==> src/rtl/expr_pipe_pkg.sv <==
// Shared opcode encoding and width/range helpers for the expression pipeline.
package expr_pipe_pkg;

  typedef enum logic [2:0] {
    OP_ADD  = 3'd0,
    OP_SUB  = 3'd1,
    OP_MUL  = 3'd2,
    OP_SHL  = 3'd3,
    OP_ASR  = 3'd4,
    OP_GE   = 3'd5,
    OP_RXOR = 3'd6,
    OP_SEL  = 3'd7
  } expr_op_e;

  // Full-precision results are formed at this width; 2*WX must fit.
  localparam int CALC_W = 64;

  // Common operand width: wide enough for unsigned a as signed, and for b.
  function automatic int calc_wx(input int wa, input int wb);
    return (wa + 1 > wb) ? wa + 1 : wb;
  endfunction

  function automatic logic fits_signed(input logic signed [CALC_W-1:0] v, input int w);
    logic signed [CALC_W-1:0] hi, lo;
    hi = (64'sd1 <<< (w - 1)) - 64'sd1;
    lo = -(64'sd1 <<< (w - 1));
    return (v >= lo) && (v <= hi);
  endfunction

endpackage

==> src/rtl/expr_pipe_eval_if.sv <==
// Operand/result valid-ready bus of the expression pipeline.
interface expr_if #(
  parameter int WA = 4,
  parameter int WB = 5,
  parameter int WY = 6
);
  import expr_pipe_pkg::*;

  logic          in_valid;
  logic          in_ready;
  expr_op_e      in_op;
  logic [WA-1:0] in_a;
  logic [WB-1:0] in_b;
  logic          out_valid;
  logic          out_ready;
  logic [WY-1:0] out_y;
  logic          out_ovf;

  modport master (
    output in_valid, in_op, in_a, in_b, out_ready,
    input  in_ready, out_valid, out_y, out_ovf
  );

  modport slave (
    input  in_valid, in_op, in_a, in_b, out_ready,
    output in_ready, out_valid, out_y, out_ovf
  );
endinterface

==> src/rtl/expr_pipe_eval_alu.sv <==
// Combinational evaluator: (op, ax, bx) -> truncated result and overflow flag.
module expr_alu
  import expr_pipe_pkg::*;
#(
  parameter int WA = 4,
  parameter int WB = 5,
  parameter int WX = 5,
  parameter int WY = 6
) (
  input  expr_op_e              op_i,
  input  logic signed [WX-1:0]  ax_i,
  input  logic signed [WX-1:0]  bx_i,
  output logic        [WY-1:0]  y_o,
  output logic                  ovf_o
);

  logic signed [CALC_W-1:0] axl, bxl, full;
  logic        [WA-1:0]     a_raw;
  logic        [WB-1:0]     b_raw;

  assign axl   = CALC_W'(ax_i);
  assign bxl   = CALC_W'(bx_i);
  // Original operand bits: shift amounts and parity use them, not the extensions.
  assign a_raw = ax_i[WA-1:0];
  assign b_raw = bx_i[WB-1:0];

  always_comb begin
    full  = '0;
    ovf_o = 1'b0;
    case (op_i)
      OP_ADD:  full = axl + bxl;
      OP_SUB:  full = axl - bxl;
      OP_MUL:  full = axl * bxl;
      OP_SHL:  full = (int'(b_raw) >= WY) ? '0 : (axl <<< b_raw);
      OP_ASR:  full = bxl >>> a_raw;
      OP_GE:   full = (axl >= bxl) ? 64'sd1 : 64'sd0;
      OP_RXOR: full = ((^a_raw) ^ (^b_raw)) ? 64'sd1 : 64'sd0;
      OP_SEL:  full = (a_raw != '0) ? bxl : axl;
      default: full = '0;
    endcase
    if (op_i inside {OP_ADD, OP_SUB, OP_MUL})
      ovf_o = !fits_signed(full, WY);
  end

  assign y_o = full[WY-1:0];

endmodule

==> src/rtl/expr_pipe_eval.sv <==
// Two-stage valid/ready expression pipeline with a running result signature.
module expr_pipe_eval
  import expr_pipe_pkg::*;
#(
  parameter int WA = 4,
  parameter int WB = 5,
  parameter int WY = 6
) (
  input  logic          clk,
  input  logic          reset,
  expr_if.slave         bus,
  input  logic          csum_clr,
  output logic [WY-1:0] csum,
  output logic [15:0]   count
);

  localparam int WX = calc_wx(WA, WB);

  logic                 s1_v_q, s1_v_d, s2_v_q, s2_v_d;
  expr_op_e             op_q, op_d;
  logic signed [WX-1:0] ax_q, ax_d, bx_q, bx_d;
  logic        [WY-1:0] y_q, y_d, csum_q, csum_d, alu_y;
  logic                 ovf_q, ovf_d, alu_ovf;
  logic        [15:0]   count_q, count_d;
  logic                 s1_ld, s2_ld, hs;

  expr_alu #(.WA(WA), .WB(WB), .WX(WX), .WY(WY)) u_alu (
    .op_i (op_q),
    .ax_i (ax_q),
    .bx_i (bx_q),
    .y_o  (alu_y),
    .ovf_o(alu_ovf)
  );

  always_comb begin
    s2_ld  = !s2_v_q || bus.out_ready;
    s1_ld  = !s1_v_q || s2_ld;
    hs     = s2_v_q && bus.out_ready;
    s1_v_d = s1_v_q;
    op_d   = op_q;
    ax_d   = ax_q;
    bx_d   = bx_q;
    s2_v_d = s2_v_q;
    y_d    = y_q;
    ovf_d  = ovf_q;
    if (s1_ld) begin
      s1_v_d = bus.in_valid;
      if (bus.in_valid) begin
        op_d = bus.in_op;
        ax_d = WX'(bus.in_a);
        bx_d = WX'(signed'(bus.in_b));
      end
    end
    if (s2_ld) begin
      s2_v_d = s1_v_q;
      if (s1_v_q) begin
        y_d   = alu_y;
        ovf_d = alu_ovf;
      end
    end
    csum_d  = csum_q;
    count_d = count_q;
    // A clear that coincides with a handshake restarts the signature from that result.
    if (csum_clr) begin
      csum_d  = hs ? y_q : '0;
      count_d = hs ? 16'd1 : 16'd0;
    end else if (hs) begin
      csum_d  = {csum_q[WY-2:0], csum_q[WY-1]} ^ y_q;
      count_d = count_q + 16'd1;
    end
  end

  always_ff @(posedge clk or posedge reset) begin
    if (reset) begin
      s1_v_q  <= 1'b0;
      op_q    <= OP_ADD;
      ax_q    <= '0;
      bx_q    <= '0;
      s2_v_q  <= 1'b0;
      y_q     <= '0;
      ovf_q   <= 1'b0;
      csum_q  <= '0;
      count_q <= '0;
    end else begin
      s1_v_q  <= s1_v_d;
      op_q    <= op_d;
      ax_q    <= ax_d;
      bx_q    <= bx_d;
      s2_v_q  <= s2_v_d;
      y_q     <= y_d;
      ovf_q   <= ovf_d;
      csum_q  <= csum_d;
      count_q <= count_d;
    end
  end

  assign bus.in_ready  = s1_ld;
  assign bus.out_valid = s2_v_q;
  assign bus.out_y     = y_q;
  assign bus.out_ovf   = ovf_q;
  assign csum          = csum_q;
  assign count         = count_q;

endmodule

==> src/flat_wrapper.sv <==
// flat-port wrapper written by rule: the top's interface ports become plain ports
module expr_pipe_eval_flat import expr_pipe_pkg::*;
#(
  parameter int WA = 4,
  parameter int WB = 5,
  parameter int WY = 6
)
  (clk, reset, csum_clr, csum, count, bus_in_valid, bus_in_op, bus_in_a, bus_in_b, bus_out_ready, bus_in_ready, bus_out_valid, bus_out_y, bus_out_ovf);
  expr_if #(.WA(WA), .WB(WB), .WY(WY)) bus_i ();
  input  logic clk;
  input  logic reset;
  input  logic csum_clr;
  output logic [WY-1:0] csum;
  output logic [15:0] count;
  input wire logic [$bits(bus_i.in_valid)-1:0] bus_in_valid;
  input wire logic [$bits(bus_i.in_op)-1:0] bus_in_op;
  input wire logic [$bits(bus_i.in_a)-1:0] bus_in_a;
  input wire logic [$bits(bus_i.in_b)-1:0] bus_in_b;
  input wire logic [$bits(bus_i.out_ready)-1:0] bus_out_ready;
  output wire logic [$bits(bus_i.in_ready)-1:0] bus_in_ready;
  output wire logic [$bits(bus_i.out_valid)-1:0] bus_out_valid;
  output wire logic [$bits(bus_i.out_y)-1:0] bus_out_y;
  output wire logic [$bits(bus_i.out_ovf)-1:0] bus_out_ovf;
  assign bus_i.in_valid = bus_in_valid;
  assign bus_i.in_op = bus_in_op;
  assign bus_i.in_a = bus_in_a;
  assign bus_i.in_b = bus_in_b;
  assign bus_i.out_ready = bus_out_ready;
  assign bus_in_ready = bus_i.in_ready;
  assign bus_out_valid = bus_i.out_valid;
  assign bus_out_y = bus_i.out_y;
  assign bus_out_ovf = bus_i.out_ovf;
  expr_pipe_eval #(.WA(WA), .WB(WB), .WY(WY)) u_core (.clk(clk), .reset(reset), .bus(bus_i), .csum_clr(csum_clr), .csum(csum), .count(count));
endmodule
==> config.mk <==
export PLATFORM = sky130hd
export DESIGN_NAME = expr_pipe_eval_flat
export DESIGN_NICKNAME = d
export VERILOG_FILES = /design/src/rtl/expr_pipe_pkg.sv /design/src/rtl/expr_pipe_eval_if.sv /design/src/rtl/expr_pipe_eval_alu.sv /design/src/rtl/expr_pipe_eval.sv /design/src/flat_wrapper.sv
export SDC_FILE = /design/constraint.sdc
export NUM_CORES = 1
export LEC_CHECK = 0
export CAP_MARGIN = 25
export CORE_MARGIN = 5
export CORE_UTILIZATION = 33
export DETAILED_ROUTE_END_ITERATION = 8
export HOLD_SLACK_MARGIN = 0.12
export SLEW_MARGIN = 5
export SYNTH_ARGS = -nofsm -noshare
export SYNTH_HDL_FRONTEND = slang
export SYNTH_SLANG_ARGS = --single-unit
==> constraint.sdc <==
create_clock -name clk -period 9.15 [get_ports clk]
set_input_delay 1.83 -clock clk [delete_from_list [all_inputs] [get_ports clk]]
set_output_delay 1.83 -clock clk [all_outputs]
set_load 0.1 [all_outputs]
* After elaboration in Yosys (flattened, before gate mapping)
Cells that the tools add are included.
** Storage, ports and cells
- Bits in registers :: 43
- Input port bits :: 17
** Cells by class
- Multiplexer cells :: 12
- Multiply operators :: 1
- $lt $le $gt $ge :: 4
- Shift-type cells :: 2
- Reductions and logical operators :: 15
- Eq/ne operators :: 7
- Bitwise operators :: 2
- $add $sub $neg :: 3
** Operators with widths (number)
- $pmux 64 s8 :: 1
- $mux 64 :: 2
- $ge 64x6->1 const B :: 1
- $le 64x6->1 const B :: 1
- $sshl 4x5->64 :: 1
- $sshr 5x4->64 :: 1
- $mux 16 :: 2
- $mux 6 :: 3
- $add 16x1->16 const B :: 1
- $eq 3x3->1 const B :: 4
- $mul 5x5->10 :: 1
- $add 5x5->6 :: 1
- $eq 3x2->1 const B :: 2
- $sub 5x5->6 :: 1
- $xor 6x6->6 :: 1
- $ge 5x3->1 const B :: 1
- $ge 5x5->1 :: 1
- $reduce_xor 5->1 :: 1
- $mux 1 :: 4
- $reduce_and 2->1 :: 2
- $reduce_bool 4->1 :: 1
- $reduce_xor 4->1 :: 1
- $eq 3x1->1 const B :: 1
- $logic_not 1->1 :: 3
- 6 further kinds :: 8

* Depth between registers and ports, before layout
Gate-level depths: netlist (run 1).
- Word-level depth :: 8
- Mapped depth :: 17
- Mapped depth without buffers :: 16

* Hierarchy
A second synthesis (run 1) with hierarchy kept.
** Unflattened totals
- Cells, all modules :: 458
- Area total of the unflattened synthesis :: 4164.0 um2
** By module, submodules not included
- expr_alu :: instances 1, area each 2224.6 um2, cells an instance 288, seq. area each 0.0 um2
- expr_pipe_eval :: instances 1, area each 1939.4 um2, cells an instance 170, seq. area each 1076.0 um2

* Worst setup path before layout (run 1)
Ideal clock, no wire load.
- Path type :: input to output
- Start :: input bus_out_ready
- End :: output bus_in_ready
- Stages on the path :: 1
- Required time :: 7.320 ns
- Arrival time :: 2.657 ns
- Setup slack :: 4.663 ns
- Cell sequence :: nand3b_1
** Between the ends
- Cells in the longest elaborated chain, start to end :: 2
** RTL lines
- from (decl) :: line flat_wrapper.sv:19 : input wire logic [$bits(bus_i.out_ready)-1:0] bus_out_ready;
- $logic_or 1x1->1 :: line expr_pipe_eval.sv:36 : s2_ld = !s2_v_q || bus.out_ready;
- $logic_or 1x1->1 :: line expr_pipe_eval.sv:37 : s1_ld = !s1_v_q || s2_ld;
- to (decl) :: line flat_wrapper.sv:20 : output wire logic [$bits(bus_i.in_ready)-1:0] bus_in_ready;
Every way passes these cells.

* Worst setup path in the final report (run 1)
Ends and elaborated chain as after synthesis.

==> results of run 1 <==
[metrics by stage]
| stage | hold WS, ns | power [mW] |
|---|---|---|
| after CTS | 0.518 | 1.00 |
| after floorplan | 0.501 | 0.704 |
| after detailed placement | 0.499 | 0.849 |
| after global routing | 0.541 | 1.07 |
| final | 0.518 | 0.992 |
| after global placement | 0.491 | 0.840 |
[power breakdown]
group | switching, mW | internal, mW
clock | 0.0691 | 0.0814
sequential | 0.0584 | 0.218
combinational | 0.362 | 0.204
[synth_stat cells, drive strengths merged, types with 2 or more instances]
master	number
xor2	14
fa	9
o22ai	8
mux2i	5
nor4	3
a22o	2
clkbuf	13
or3	2
mux2	13
o21bai	2
nand4	7
nand3	14
a211oi	3
nor3	6
nor2b	14
and3	5
dfrtp	43
nand2	32
buf	5
and2	4
ha	35
mux4	2
o31ai	2
nand2b	6
a221oi	3
o21ai	19
o211ai	4
nor2	31
a21oi	26
a21o	3
o32ai	2
xnor2	17
nor3b	2
o21a	3
inv	35
a22oi	2
[area by class of cell]
class	count	share of cell area
sequential	43	0.247
clock buffer	5	0.0158
timing repair buffer	48	0.110
inverter	36	0.0311
clock inverter	3	0.0101
multi-input combinational	316	0.546
tap	140	0.0403
[worst max-delay path, delay by kind of cell]
family | cells | cell delay, ns
buffers and inverters | 2 | 1.74
and+or+nand+nor | 1 | 0.20
[cell families after synthesis]
logic type                 count (synthesis)  share of synthesized area
muxes                                     20                     0.0659
adders and majority gates                 44                      0.169
and+or+nand+nor                          132                      0.182
buffers and inverters                     54                     0.0584
DFF                                       43                      0.294
xor gates and xnor gates                  31                     0.0741
AOI/OAI and AO/OA                         89                      0.157
[flip-flops by register name, summed over array words and instances, names as in the netlist, 3 cells and up]
name and flops:
u_core.count 16, u_core.bus.out_y 6, u_core.csum 6, u_core.bx_q 5, u_core.ax_q 4, u_core.op_q 3
[routing by layer]
metal,up-vias,share of wire
met5,-,0
met2,108,0.48
met1,1544,0.44
li1,1526,-
met3,10,0.062
met4,0,0.012
[cells in the final DEF (no fill, tap or decap), types with 8 or more instances in the layout]
cell type        count
a21oi_1             26
o21ai_0             19
xor2_1              14
nand3_1             14
nor2b_1             14
ha_1                35
mux2_2              13
inv_1               34
nand2_1             31
clkdlybuf4s50_1     47
o22ai_1              8
fa_1                 9
dfrtp_1             43
nor2_1              31
xnor2_1             17
[worst paths after layout]
| kind | endpoint | cells past startpoint | slack [ns] |
|---|---|---|---|
| hold reg to reg | u_core.csum[1]$_DFFE_PP0P_ | 2 | 0.52 |
| setup reg to reg | u_core.bus.out_ovf$_DFFE_PP0P_ | 12 | 4.81 |
| max in group asynchronous | u_core.bus.out_y[2]$_DFFE_PP0P_ | 3 | 6.82 |
| hold / removal | u_core.csum[1]$_DFFE_PP0P_ | 2 | 0.52 |
| setup / recovery | bus_in_ready | 3 | 3.55 |
| min in group asynchronous | u_core.count[3]$_DFFE_PP0P_ | 3 | 1.96 |
==> results.ini, run 1 <==
[setup_path]
critPathArrivalTime_ns=3.77
start_kind=input pin
startpoint=bus_out_ready
worstReg2RegStart=u_core.ax_q[0]$_DFFE_PP0P_
crit_chain=clkdlybuf4s50_1 -> nand3b_1 -> clkdlybuf4s50_1
crit_path_end_kind=output pin
slowest_delay_ns=1.16
critical_path.most_common_cell=clkdlybuf4s50_1
slowest_stage=clkdlybuf4s50_1
cp_data_required_time_ns=7.32
path_class=input pin to output pin
critPathMaxFanout=7

[outcome]
status=finished, final reports clean

[placement]
dpl.hpwl_um=7340
gp_congestion=0.906
place_inst=583
io_buffer_count=47
dpl_worst_slack_ns=3.58
place_area_um2=4240

[synthesis]
synth_edf_count=0
syn_avg_cell_area_um2=8.87
yosys.area.top_type=dfrtp_1
synth_cells=413
ys_async_sr_fraction=1.00
syn_nets=474
synth_ff_type=dfrtp_1
ys_seq_area_frac=0.294
synth_cell_types=59
syn_area_um2=3660
synth_top_area_frac=0.294
yosys_warnings=0
netlist_top_cells_area=dfrtp_1 29%, ha_1 12%, fa_1 4.9%
ys_ff_latch=43

[sta]
setup_violations=0
slew_viol_final=0
period_share=0.611
post-route-min-period_ns=5.60
fmax_mhz=179
rsz0062_at_grt=no
hold_viol=0
tightest_slew_ns=0.993
max_slew_margin=0.336
clock_skew_ns=0.0132
fin_setup_tns_ns=0
setup_ws_ns=3.55

[floorplan]
core-area_um2=10800
die_h_um=115
die_area_um2=13300
rows=38
start_util=0.338
die_w_um=115
ioPinCount=48

[worst_hold_path]
min_from=u_core.csum[1]$_DFFE_PP0P_
hold_class=register to register

[cells_and_area]
drive_gt1_frac=0.0643
diodes=0
nets=511
design_area_um2=4350
final_util=0.401
areaGrowthSynthToFinish_pct=18.7
n_fill_cell=1113
instances_no_fill=591
seqCellArea_um2=1080
multiInputGateArea_um2=2370

[drt]
drtIter0Drc=342
drt-vias-per-instance=5.39
first_pass_iters=4
wirelength_um=9480
drc_errors=0
wl_per_cell_um=16.0
vias=3188
ant_nets=0

[clocking]
cts.root.buffer_cell=clkbuf_8
cts_resized=0
cts_tree=done
cts_htree_levels=2
clock_path_buffers=2
cts_hold_buf=0
worstSkewPairLatency_ns=0.30
cts.sinks=43
clk_pin_slew_ns=0.08
cts_buffers=5
post_cts_buffers=0

[global_route]
grt_pass1_wl_um=16000
grt_max_degree=44
grtUsageMet2=0.246
grt_pass1_vias=3201
grt-ovfl-total=0
grtUsageMet1=0.201
met3_usage=0.0242
grt-busiest-layer=met2
antenna_found_initial=0
groute.usage.overall=0.148

[flow_run]
max-cap-violations=0

[power_and_ir_drop]
powerDensity_nw_per_um2=228
vdd_ir_drop_max_v=0.000207
cellLeakagePower_nw=1.88

Note: power is estimated with default switching activity, not from simulation.
==> run 2, diff against run 1 <==
==> constraint.sdc (replaced) <==
create_clock -name clk -period 4.8 [get_ports clk]
set_input_delay 0.96 -clock clk [delete_from_list [all_inputs] [get_ports clk]]
set_output_delay 0.96 -clock clk [all_outputs]
set_load 0.1 [all_outputs]
==> run 2 against run 1 <==
Effect of this change: clock skew decreased by 0.0030 ns; sequential power increased by 83%; cell count increased by 0.85%; non-clock buffer count increased by 5; critical path depth increased by 10; final area increased by 0.35%; utilization increased by 0.14 points; register-to-register slack got worse by 4.3 ns; largest power group unchanged; clock-buffer cell count unchanged; worst hold slack got worse by 0.0023 ns.
==> results.ini, run 2 (synthesized netlist as in run 1, its figures left out) <==
[power_and_ir_drop]
vdd_ir_drop_max_v=0.000300
clkPwrFrac=0.132
pwr-share-comb=0.596
p_int_mw=0.914
p_total_mw=1.85
switching_share=0.507
switching_power_mw=0.940
powerDensity_nw_per_um2=425
cellLeakagePower_nw=1.88
p_seq_frac=0.272

[clocking]
cts_hold_buf=0
cts.sinks=43
worstSkewPairLatency_ns=0.31
cts_tree=done
clock_path_buffers=2
cts_htree_levels=2
cts.root.buffer_cell=clkbuf_8
cts_buffers=5
post_cts_buffers=0
clk_pin_slew_ns=0.09
cts_resized=0

[drt]
wl_per_cell_um=16.3
ant_nets=0
vias=3104
drt-vias-per-instance=5.21
first_pass_iters=4
drc_errors=0
drtIter0Drc=266
wirelength_um=9720

[cells_and_area]
drive_gt1_frac=0.0768
diodes=0
areaGrowthSynthToFinish_pct=19.2
layout_commonest_cell=clkdlybuf4s50_1
largest_register_ff_count=16
layout_common_cells=46 x clkdlybuf4s50_1, 43 x dfrtp_1, 35 x ha_1
nets=516

[setup_path]
critPathMaxFanout=10
critical_path.most_common_cell=fa_1
crit_chain=clkinv_1 -> nand2_1 -> fa_1 -> fa_1 -> fa_1 -> inv_1 -> ha_1 -> a21o_1 -> a22oi_1 -> o32ai_2 -> a221oi_1 -> o311a_1 -> a211oi_2
crit_path_end_kind=register
path_class=register to register
worst-path-buf-inv=2
critPathArrivalTime_ns=4.44
slowest_delay_ns=0.60
cp_data_required_time_ns=4.98
critPathTopFamily=adder cells
start_kind=register
slowest_stage=fa_1

[global_route]
grt_max_degree=44
grt_pass1_wl_um=15900
grt_pass1_vias=3101
antenna_found_initial=0
grt-ovfl-total=0
groute.usage.overall=0.149

[sta]
post-route-min-period_ns=4.26
period_share=0.887
fmax_mhz=235
setup_ws_ns=0.543
tightest_slew_ns=1.01
max_slew_margin=0.325
setup_violations=0
fin_setup_tns_ns=0
rsz0062_at_grt=no
slew_viol_final=0
hold_viol=0
clock_skew_ns=0.0102

[floorplan]
rows=38
core-area_um2=10800
die_w_um=115
die_h_um=115
die_area_um2=13300
ioPinCount=48
start_util=0.338

[placement]
gp_congestion=0.922
dpl_worst_slack_ns=0.593
io_buffer_count=47
dpl.hpwl_um=7710

[outcome]
status=finished, final reports clean

[flow_run]
max-cap-violations=0

[worst_hold_path]
hold_class=register to register

[run 2: cell types whose count changed in the layout (fill, tap and decap cells not counted)]
cell,previous run,this run
clkinv_4,1,0
buf_4,1,7
clkinvlp_4,0,2
inv_6,0,1
bufinv_16,1,0
clkinv_2,1,0
clkdlybuf4s50_1,47,46
[run 2: layer usage]
layer / up-vias / part of all wire / global-route usage
met2: 84 / 0.48 / 0.236
met3: 16 / 0.054 / 0.0279
met4: 0 / 0.018 / 0.0407
met5: - / 0 / 0
met1: 1474 / 0.45 / 0.208
li1: 1530 / - / -
[run 2: layout make-up]
class	count	area, um^2
clock buffers	5	68.8
multi-input cells	316	2370
well taps	140	175
fillers	1097	6470
clock inverters	3	23.8
inverters	36	135
repair buffers	53	513
flip-flops and latches	43	1080
[run 2: path summary, 6_finish.rpt]
path | from | to | slack, ns | cells after the start
setup reg to reg | u_core.ax_q[0]$_DFFE_PP0P_ | u_core.bus.out_ovf$_DFFE_PP0P_ | 0.54 | 13
hold / removal | u_core.csum[2]$_DFFE_PP0P_ | u_core.csum[2]$_DFFE_PP0P_ | 0.52 | 2
min in group asynchronous | reset | u_core.count[5]$_DFFE_PP0P_ | 1.09 | 3
hold reg to reg | u_core.csum[2]$_DFFE_PP0P_ | u_core.csum[2]$_DFFE_PP0P_ | 0.52 | 2
max in group asynchronous | reset | u_core.csum[0]$_DFFE_PP0P_ | 3.32 | 3
setup / recovery | u_core.ax_q[0]$_DFFE_PP0P_ | u_core.bus.out_ovf$_DFFE_PP0P_ | 0.54 | 13
[run 2: worst register-to-register path, stage by stage, from the launching register on]
cell and delay, ns:
dfrtp_1 0.52, clkinv_1 0.33, nand2_1 0.18, fa_1 0.46
fa_1 0.52, fa_1 0.60, inv_1 0.06, ha_1 0.28
a21o_1 0.19, a22oi_1 0.27, o32ai_2 0.16, a221oi_1 0.26
o311a_1 0.25, a211oi_2 0.07
[run 2: through the flow]
| step | utilization | instances | hold slack [ns] | instance area, um^2 |
|---|---|---|---|---|
| 5_1_grt | 0.403 | 596 | 0.556 | 4370 |
| 4_1_cts | 0.403 | 596 | 0.517 | 4370 |
| 3_3_place_gp | 0.394 | 588 | 0.489 | 4270 |
| 6_report | 0.403 | 596 | 0.515 | 4370 |
| 3_5_place_dp | 0.394 | 588 | 0.496 | 4270 |
| 2_1_floorplan | - | 413 | 0.501 | 3660 |
[run 2: power by group through the flow]
| stage | Sequential (mW) | Combinational, mW | Clock, mW |
|---|---|---|---|
| 5_1_grt | 0.516 | 1.20 | 0.267 |
| 4_1_cts | 0.504 | 1.11 | 0.256 |
| 3_5_place_dp | 0.512 | 1.10 | 0 |
| 3_3_place_gp | 0.510 | 1.10 | 0 |
| 2_1_floorplan | 0.758 | 0.584 | 0 |
| 6_report | 0.504 | 1.10 | 0.245 |
==> RTL edit (flow settings as in run 2) <==
`CALC_W`: 64 -> 96.
--- a/src/rtl/expr_pipe_pkg.sv
+++ b/src/rtl/expr_pipe_pkg.sv
@@ -14,5 +14,5 @@
 
   // Full-precision results are formed at this width; 2*WX must fit.
-  localparam int CALC_W = 64;
+  localparam int CALC_W = 96;
 
   // Common operand width: wide enough for unsigned a as signed, and for b.
Behaviour: unchanged (equiv_simple and equiv_induct, registers matched by name and starting in step).
==> RTL edit against run 2 <==
  * Wire length decreased by 0.73%
  * Synthesized cell count increased by 2.2%
  * Sequential cell count unchanged
  * Critical path type unchanged
  * First-iteration DRC count increased by 20%
  * Setup slack got worse by 0.027 ns
  * Final area increased by 0.32%
  * Total power increased by 0.58%
  * Hold slack got worse by 0.017 ns
  * Area after synthesis increased by 0.20%
  * Global-route usage about the same
  * Sequential power decreased by 0.8%
  * Core utilization about the same
==> RTL edit: results (changes against run 2) <==
[outcome]
run_status=finished, final reports clean  ; unchanged

[finish]
area_share_nonclk_buffers=0.122  ; was 0.118
fraction_of_layout_cells_with_a_size_suffix_above_1=0.0837  ; was 0.0768
multi_input_area_um2=2350  ; was 2370 µm²
inverters=42  ; was 36
layout.filler_cells=1108  ; was 1097
comb.multi_input.count=317  ; was 316
clock_cell_area_share=0.0203  ; was 0.0212
number_of_nets_in_the_finished_design=526  ; was 516
nNonClkBuffers=56  ; was 53

[placement]
half_perimeter_wire_length_of_the_detailed_placement_result_mm=7.60  ; was 7.71 mm
place.detailed.instances=598  ; was 588
gpl.final_weighted_congestion=0.964  ; was 0.922

[yosys]
synth.area.top_cells=sky130_fd_sc_hd__dfrtp_1 (29%), sky130_fd_sc_hd__ha_1 (12%), sky130_fd_sc_hd__xnor2_1 (5.0%), sky130_fd_sc_hd__fa_1 (4.9%), sky130_fd_sc_hd__inv_1 (4.1%)  ; was sky130_fd_sc_hd__dfrtp_1 (29%), sky130_fd_sc_hd__ha_1 (12%), sky130_fd_sc_hd__fa_1 (4.9%), sky130_fd_sc_hd__xnor2_1 (4.1%), sky130_fd_sc_hd__mux2_2 (4.0%)
yosys.cell_types.count=57  ; was 59
synth_area_per_cell_um2=8.70  ; was 8.87 µm²
synth_seq_area_share=0.293  ; was 0.294
post_synth_most_frequent_cells=sky130_fd_sc_hd__dfrtp_1 (43), sky130_fd_sc_hd__inv_1 (40), sky130_fd_sc_hd__ha_1 (35)  ; was sky130_fd_sc_hd__dfrtp_1 (43), sky130_fd_sc_hd__ha_1 (35), sky130_fd_sc_hd__inv_1 (35)

[drt]
dr.pass1.iters=5  ; was 4
vias=3210  ; was 3104
totalWireLength_mm=9.65  ; was 9.72 mm

[sta]
fin_skew_ns=0.00901  ; was 0.0102 ns
slew-limit-headroom=0.343  ; was 0.325

[min_path]
whs_path_depth=1  ; was 2
hold-path-endpoint=u_core.bus.out_valid  ; was u_core.csum[2]
hold_path_start=u_core.s1_v_q  ; was u_core.csum[2]

[power_and_ir_drop]
power_sequential_mw=0.500  ; was 0.504 mW
clock_power_share=0.130  ; was 0.132
cellLeakagePower_nw=1.88  ; about the same

[setup_path]
r2r_cells=11  ; was 13
critical_path_arrival_ns=4.50  ; was 4.44 ns
delay_of_the_slowest_cell_on_the_worst_path_ns=0.54  ; was 0.60 ns

[global_routing]
gr-usage-all-layers=0.149  ; about the same
grt_use_met1=0.190  ; was 0.208
grt_pass1_wl_mm=15.9  ; about the same
globalRouteMet3Util=0.0324  ; was 0.0279

[floorplanning]
dieArea_um2=13300  ; about the same

## RTL edit: metrics by stage
| step | power [mW] | hold WS [ns] | util | setup slack, ns |
|---|---|---|---|---|
| detailed placement | 1.63 | 0.484 | 0.394 | 0.551 |
| CTS | 1.88 | 0.508 | 0.402 | 0.522 |
| floorplan | 1.34 | 0.457 | - | 0.703 |
| global route | 1.99 | 0.524 | 0.402 | 0.261 |
| finish | 1.86 | 0.498 | 0.402 | 0.517 |
| global placement | 1.62 | 0.477 | 0.394 | 0.754 |
## RTL edit: kinds of logic after synthesis
family,after synthesis,synth area share
fa+ha+maj,44,0.168
mux,19,0.0596
flops,43,0.293
xor+xnor,28,0.0668
simple gates,135,0.180
compound gates,91,0.164
buf+inv,62,0.0678
## RTL edit: routing by layer
metal | share of wire | up-vias | wire, µm
li1 | - | 1555 | -
met1 | 0.43 | 1532 | 4140
met2 | 0.48 | 111 | 4650
met3 | 0.071 | 12 | 681
met4 | 0.019 | 0 | 183
met5 | 0 | - | 0
